## config.mk

```make
export PLATFORM = sky130hd
export DESIGN_NAME = bsr_chain
export DESIGN_NICKNAME = d
export VERILOG_FILES = /design/src/rtl/bsr_pkg.sv /design/src/rtl/bsr_scan_cell.sv /design/src/rtl/bsr_chain.sv
export SDC_FILE = /design/constraint.sdc
export NUM_CORES = 1
export LEC_CHECK = 0
export ABC_AREA = 1
export CAP_MARGIN = 0
export CORE_MARGIN = 4
export CORE_UTILIZATION = 45
export CTS_CLUSTER_DIAMETER = 30
export DETAILED_ROUTE_END_ITERATION = 7
export GPL_ROUTABILITY_DRIVEN = 0
export PLACE_DENSITY_LB_ADDON = 0.08
export REMOVE_ABC_BUFFERS = 1
export SYNTH_ARGS = -nofsm -noshare
export SYNTH_HDL_FRONTEND = slang
export SYNTH_SLANG_ARGS = --single-unit
```

## constraint.sdc

```tcl
create_clock -name clk -period 2.7 [get_ports clk]
set_input_delay 0.405 -clock clk [delete_from_list [all_inputs] [get_ports clk]]
set_output_delay 0.405 -clock clk [all_outputs]
set_load 0.05 [all_outputs]
```

## src/rtl/bsr_pkg.sv

```systemverilog
// bsr_pkg: shared mode encoding and chain-length helper for the boundary-scan register
package bsr_pkg;

    typedef enum logic [1:0] {
        MODE_NORMAL = 2'b00,
        MODE_EXTEST = 2'b01,
        MODE_HIGHZ  = 2'b10
    } bsr_mode_e;

    function automatic int chain_len(input int width, input int num_groups);
        return width + num_groups;
    endfunction

endpackage

```

## src/rtl/bsr_scan_cell.sv

```systemverilog
// bsr_scan_cell: one boundary-scan cell, capture/shift stage feeding an update stage
module bsr_scan_cell (
    input  logic clk,
    input  logic rst,
    input  logic rst_val,
    input  logic capture_dr,
    input  logic shift_dr,
    input  logic update_en,
    input  logic pi,
    input  logic si,
    output logic so,
    output logic uo
);

    logic sh_q, sh_d;
    logic up_q, up_d;

    always_comb begin
        sh_d = capture_dr ? pi : shift_dr ? si : sh_q;
        up_d = update_en ? sh_q : up_q;
    end

    always_ff @(posedge clk or posedge rst) begin
        if (rst) begin
            sh_q <= 1'b0;
            up_q <= rst_val;
        end else begin
            sh_q <= sh_d;
            up_q <= up_d;
        end
    end

    assign so = sh_q;
    assign uo = up_q;

endmodule

```

## src/rtl/bsr_chain.sv

```systemverilog
// bsr_chain: boundary-scan register of WIDTH data cells plus NUM_GROUPS output-enable cells.
// Define BSR_LEN_CHECK_EN to gate updates on an exact shift count and expose update_err.
module bsr_chain
    import bsr_pkg::*;
#(
    parameter int                 WIDTH      = 32,
    parameter int                 NUM_GROUPS = 1,
    parameter logic [WIDTH-1:0]   SAFE_VALUE = '0
) (
    input  logic                  clk,
    input  logic                  rst,
    input  logic                  capture_dr,
    input  logic                  shift_dr,
    input  logic                  update_dr,
    input  logic [1:0]            mode,
    input  logic                  tdi,
    output logic                  tdo,
    input  logic [WIDTH-1:0]      parallel_in,
    output logic [WIDTH-1:0]      parallel_out,
    input  logic [NUM_GROUPS-1:0] func_oe,
    output logic [NUM_GROUPS-1:0] oe
`ifdef BSR_LEN_CHECK_EN
    ,
    output logic                  update_err
`endif
);

    localparam int L = chain_len(WIDTH, NUM_GROUPS);

    logic [L-1:0] cap_vec, rst_vec, si_vec, sr, upd;
    logic         update_en;

    assign cap_vec = {func_oe, parallel_in};
    assign rst_vec = {{NUM_GROUPS{1'b0}}, SAFE_VALUE};
    assign si_vec  = {tdi, sr[L-1:1]};

    genvar i;
    generate
        for (i = 0; i < L; i++) begin : g_cell
            bsr_scan_cell u_cell (
                .clk        (clk),
                .rst        (rst),
                .rst_val    (rst_vec[i]),
                .capture_dr (capture_dr),
                .shift_dr   (shift_dr),
                .update_en  (update_en),
                .pi         (cap_vec[i]),
                .si         (si_vec[i]),
                .so         (sr[i]),
                .uo         (upd[i])
            );
        end
    endgenerate

`ifdef BSR_LEN_CHECK_EN
    localparam int             CW      = $clog2(L + 1);
    localparam logic [CW-1:0]  CNT_MAX = '1;
    localparam logic [CW-1:0]  CNT_LEN = CW'(L);

    logic [CW-1:0] cnt_q, cnt_d;
    logic          err_q, err_d;
    logic          len_ok;

    // Capture takes priority so a fresh scan always starts with a clean error flag.
    always_comb begin
        len_ok = (cnt_q == CNT_LEN);
        cnt_d  = capture_dr ? '0 : (shift_dr && cnt_q != CNT_MAX) ? cnt_q + 1'b1 : cnt_q;
        err_d  = capture_dr ? 1'b0 : (update_dr && !len_ok) ? 1'b1 : err_q;
    end

    always_ff @(posedge clk or posedge rst) begin
        if (rst) begin
            cnt_q <= '0;
            err_q <= 1'b0;
        end else begin
            cnt_q <= cnt_d;
            err_q <= err_d;
        end
    end

    assign update_en  = update_dr && len_ok;
    assign update_err = err_q;
`else
    assign update_en = update_dr;
`endif

    // Reserved mode 11 falls through to the functional path.
    always_comb begin
        parallel_out = (mode == MODE_EXTEST || mode == MODE_HIGHZ) ? upd[WIDTH-1:0] : parallel_in;
        oe           = (mode == MODE_EXTEST) ? upd[L-1:WIDTH] :
                       (mode == MODE_HIGHZ)  ? '0 : func_oe;
    end

    assign tdo = sr[0];

endmodule

```

[Word-level counts from Yosys, hierarchy flattened]
Cells that the tools add are included.
W data, S select, Z words.
Storage, ports and cells
  register bits after elaboration: 66
  output and inout bits: 34
Cells by class
  mux-type cells: 69
  reductions and logical operators: 2
  equal/unequal tests: 2
Operators by type and width (number)
  $mux W1: 68
  $mux W32: 1
  $eq A2 B1 Y1 const B: 1
  $eq A2 B2 Y1 const B: 1
  $reduce_bool A2 Y1: 1
  $logic_or A1 B1 Y1: 1

[Longest topological paths before layout]
  word-level depth: 3
  gate-level depth with buffers: 7
  depth with buffers taken out: 5

[Worst setup path before layout]
No wires, ideal clock.
  path type: input to output
  start: in mode[0]
  end: out parallel_out[0]
  slack: 0.167 ns
  data arrival time: 2.128 ns
  stages on the path: 5
  cell sequence: inv_1 -> ha_1 -> buf_2 -> clkbuf_1 -> o21ai_0
On the way
  cells in the longest elaborated chain, start to end: 3
Ends and longest elaborated chain
  start: declaration: line bsr_chain.sv:15  | input logic [1:0] mode,
  $eq A2 B1 Y1 or $eq A2 B2 Y1 (tied branches): line bsr_chain.sv:89  | parallel_out = (mode == MODE_EXTEST || mode == MODE_HIGHZ) ? upd[WIDTH-1:0] : parallel_in;
  $logic_or A1 B1 Y1 *: line bsr_chain.sv:89
  $mux W32 *: line bsr_chain.sv:89
  end: declaration: line bsr_chain.sv:19  | output logic [WIDTH-1:0] parallel_out,
Mark *: on every way between the ends. The rest lies on a longest branch, timed or not.

[Final worst setup path]
  start: in mode[0]
  end: out parallel_out[11]
The elaborated chain is that of the path after synthesis.

==> impl_metrics.json <==
{
  "vdd_drop_max_uv": 353,
  "clkSlewWorstSetupHoldPaths_ps": 60,
  "dp_slack_ps": 242,
  "core_region_area_sq_mm": 0.00725,
  "wl_microns": 7690,
  "yosysWarnings": 0,
  "rsz0062_at_grt": "no",
  "drc": 0,
  "die-area_sq_mm": 0.00887,
  "fin_cells": 632,
  "first_pass_iters": 5,
  "ys_ff_latch": 66,
  "dieHeight_microns": 94.2,
  "place_area_sq_mm": 0.00441,
  "cp_max_fo": 64,
  "grt_usage": 0.189,
  "grt_pass1_vias": 2872,
  "crit_arrival_ps": 2080,
  "numCtsBuffers": 9,
  "cp-end-kind": "output port",
  "fin_setup_tns_ps": 0,
  "outcome": "finished clean",
  "critPathKind": "input port to output port",
  "final.period_utilization": 0.921,
  "cts.repair.resized": 0,
  "worst_pin_slew_ps": 609,
  "synth_top_cell_by_area": "dfrtp_1",
  "ioPinCount": 75,
  "via_per_inst": 4.69,
  "cts.sinks": 66,
  "syn_inst": 466,
  "cts_buffer_depth": 2,
  "hold_viol_final": 0,
  "grt_pass1_wl_microns": 13200,
  "finalSetupViolCount": 0,
  "cts.htree.levels": 3,
  "placed_cells_incl_taps": 617,
  "cts_tree": "built",
  "maxSlewHeadroom": 0.594,
  "cellPowerDensity_mw_per_mm2": 616,
  "die_w_microns": 94.2,
  "grt-ovfl-total": 0,
  "clk_latency_ps": 330,
  "drv_slew": 0,
  "rows": 31,
  "num_vias": 2966,
  "synth.area.top_cells": "dfrtp_1, nand2_1, o21ai_0",
  "fmax_mhz": 402,
  "start_util": 0.461,
  "cts-root-buf": "clkbuf_8",
  "area_growth_pct": 36.4,
  "fin_area_sq_mm": 0.00456,
  "drive_gt1_frac": 0.109,
  "setup_slack_ps": 213,
  "synth-seq-area-share": 0.494,
  "place.detailed.hpwl_microns": 4860,
  "start_kind": "input port",
  "synth.top_cell.area_share": 0.494,
  "required_ps": 2300,
  "port_buffers": 74,
  "leakagePower_nw": 2.35,
  "grt_max_degree": 67,
  "final_util": 0.628,
  "cap_violations": 0,
  "holdBufCountCts": 0,
  "n_antenna_cell": 0,
  "grtUsageMet2": 0.321,
  "finalCriticalPeriod_ps": 2490,
  "clock_skew_ps": 4.41,
  "grt_use_met3": 0.0609,
  "drtIter0Drc": 132,
  "top_usage_layer": "met2",
  "antenna_found_initial": 0,
  "layout_common_cells": "nand2_1, o21ai_0, dfrtp_1",
  "layout.nets": 572,
  "cts_setup_buffers": 0,
  "yosysUniqueCellTypes": 10,
  "wire_per_inst_microns": 12.2,
  "layout_commonest_cell": "nand2_1",
  "use_met1": 0.230,
  "ant_nets": 0,
  "synth.avg_cell_area_sq_um": 7.17,
  "syn-cell-area_sq_mm": 0.00334,
  "hold_class": "input port to asynchronous set/reset pin"
}
==> synth_stat cells <==
master	number
buf_6	7
buf_2	16
dfrtp_1	66
clkbuf_1	4
nor2_8	1
inv_1	37
nand2_1	265
inv_2	2
o21ai_0	66
ha_1	2
==> per-layer routing <==
layer,vias up,part of all wire
met5,-,0
met4,0,0.0060
met2,76,0.49
li1,1535,-
met1,1351,0.45
met3,4,0.051
==> registers in the layout, summed over array words and instances, names as in the netlist <==
signal,cells
g_cell.u_cell.so,33
g_cell.u_cell.uo,33
==> path summary, 6_finish.rpt <==
check                                startpoint                   end  slack (ps)  depth (start not counted)
max reg2reg                g_cell[21].u_cell.so  g_cell[20].u_cell.so        1930                          4
min reg2reg                g_cell[16].u_cell.so  g_cell[16].u_cell.so         500                          2
max                                     mode[0]      parallel_out[11]         210                          6
min                                         rst  g_cell[30].u_cell.uo         470                          3
max in group asynchronous                   rst  g_cell[13].u_cell.so        1960                          3
min in group clk           g_cell[16].u_cell.so  g_cell[16].u_cell.so         500                          2
==> area by class of cell <==
| type | count | area, sq um |
|---|---|---|
| Sequential cell | 66 | 1650 |
| Inverter | 39 | 146 |
| Multi-Input combinational cell | 334 | 1370 |
| Fill cell | 673 | 2700 |
| Tap cell | 99 | 124 |
| Timing Repair Buffer | 79 | 1110 |
| Clock inverter | 4 | 20.0 |
| Clock buffer | 11 | 131 |
==> worst max-delay path: stages <==
cell and delay, ps:
clkdlybuf4s50_1 490, inv_1 50, ha_2 290, buf_12 170, o21ai_0 430, buf_12 200
==> cell families after synthesis <==
| kind of cell | synth area share |
|---|---|
| AO/OA/AOI/OAI | 0.0988 |
| buffers and inverters | 0.0958 |
| adder cells (fa/ha/maj) | 0.00749 |
| flip-flops | 0.494 |
| AND/OR/NAND/NOR | 0.304 |
==> where the power goes <==
group | internal (mW) | leakage [nW] | switching [mW]
clock network | 0.322 | 0.0827 | 0.347
registers | 1.11 | 0.829 | 0.0628
logic | 0.407 | 1.43 | 0.554
total | 1.84 | 2.35 | 0.964
==> metrics by stage <==
stage | power (mW) | hold slack, ps
4_1_cts | 2.84 | 468
3_3_place_gp | 2.15 | 490
6_report | 2.81 | 468
2_1_floorplan | 1.68 | 468
3_5_place_dp | 2.16 | 487
5_1_grt | 2.98 | 483
No activity file was read; power rests on OpenSTA's default activity.
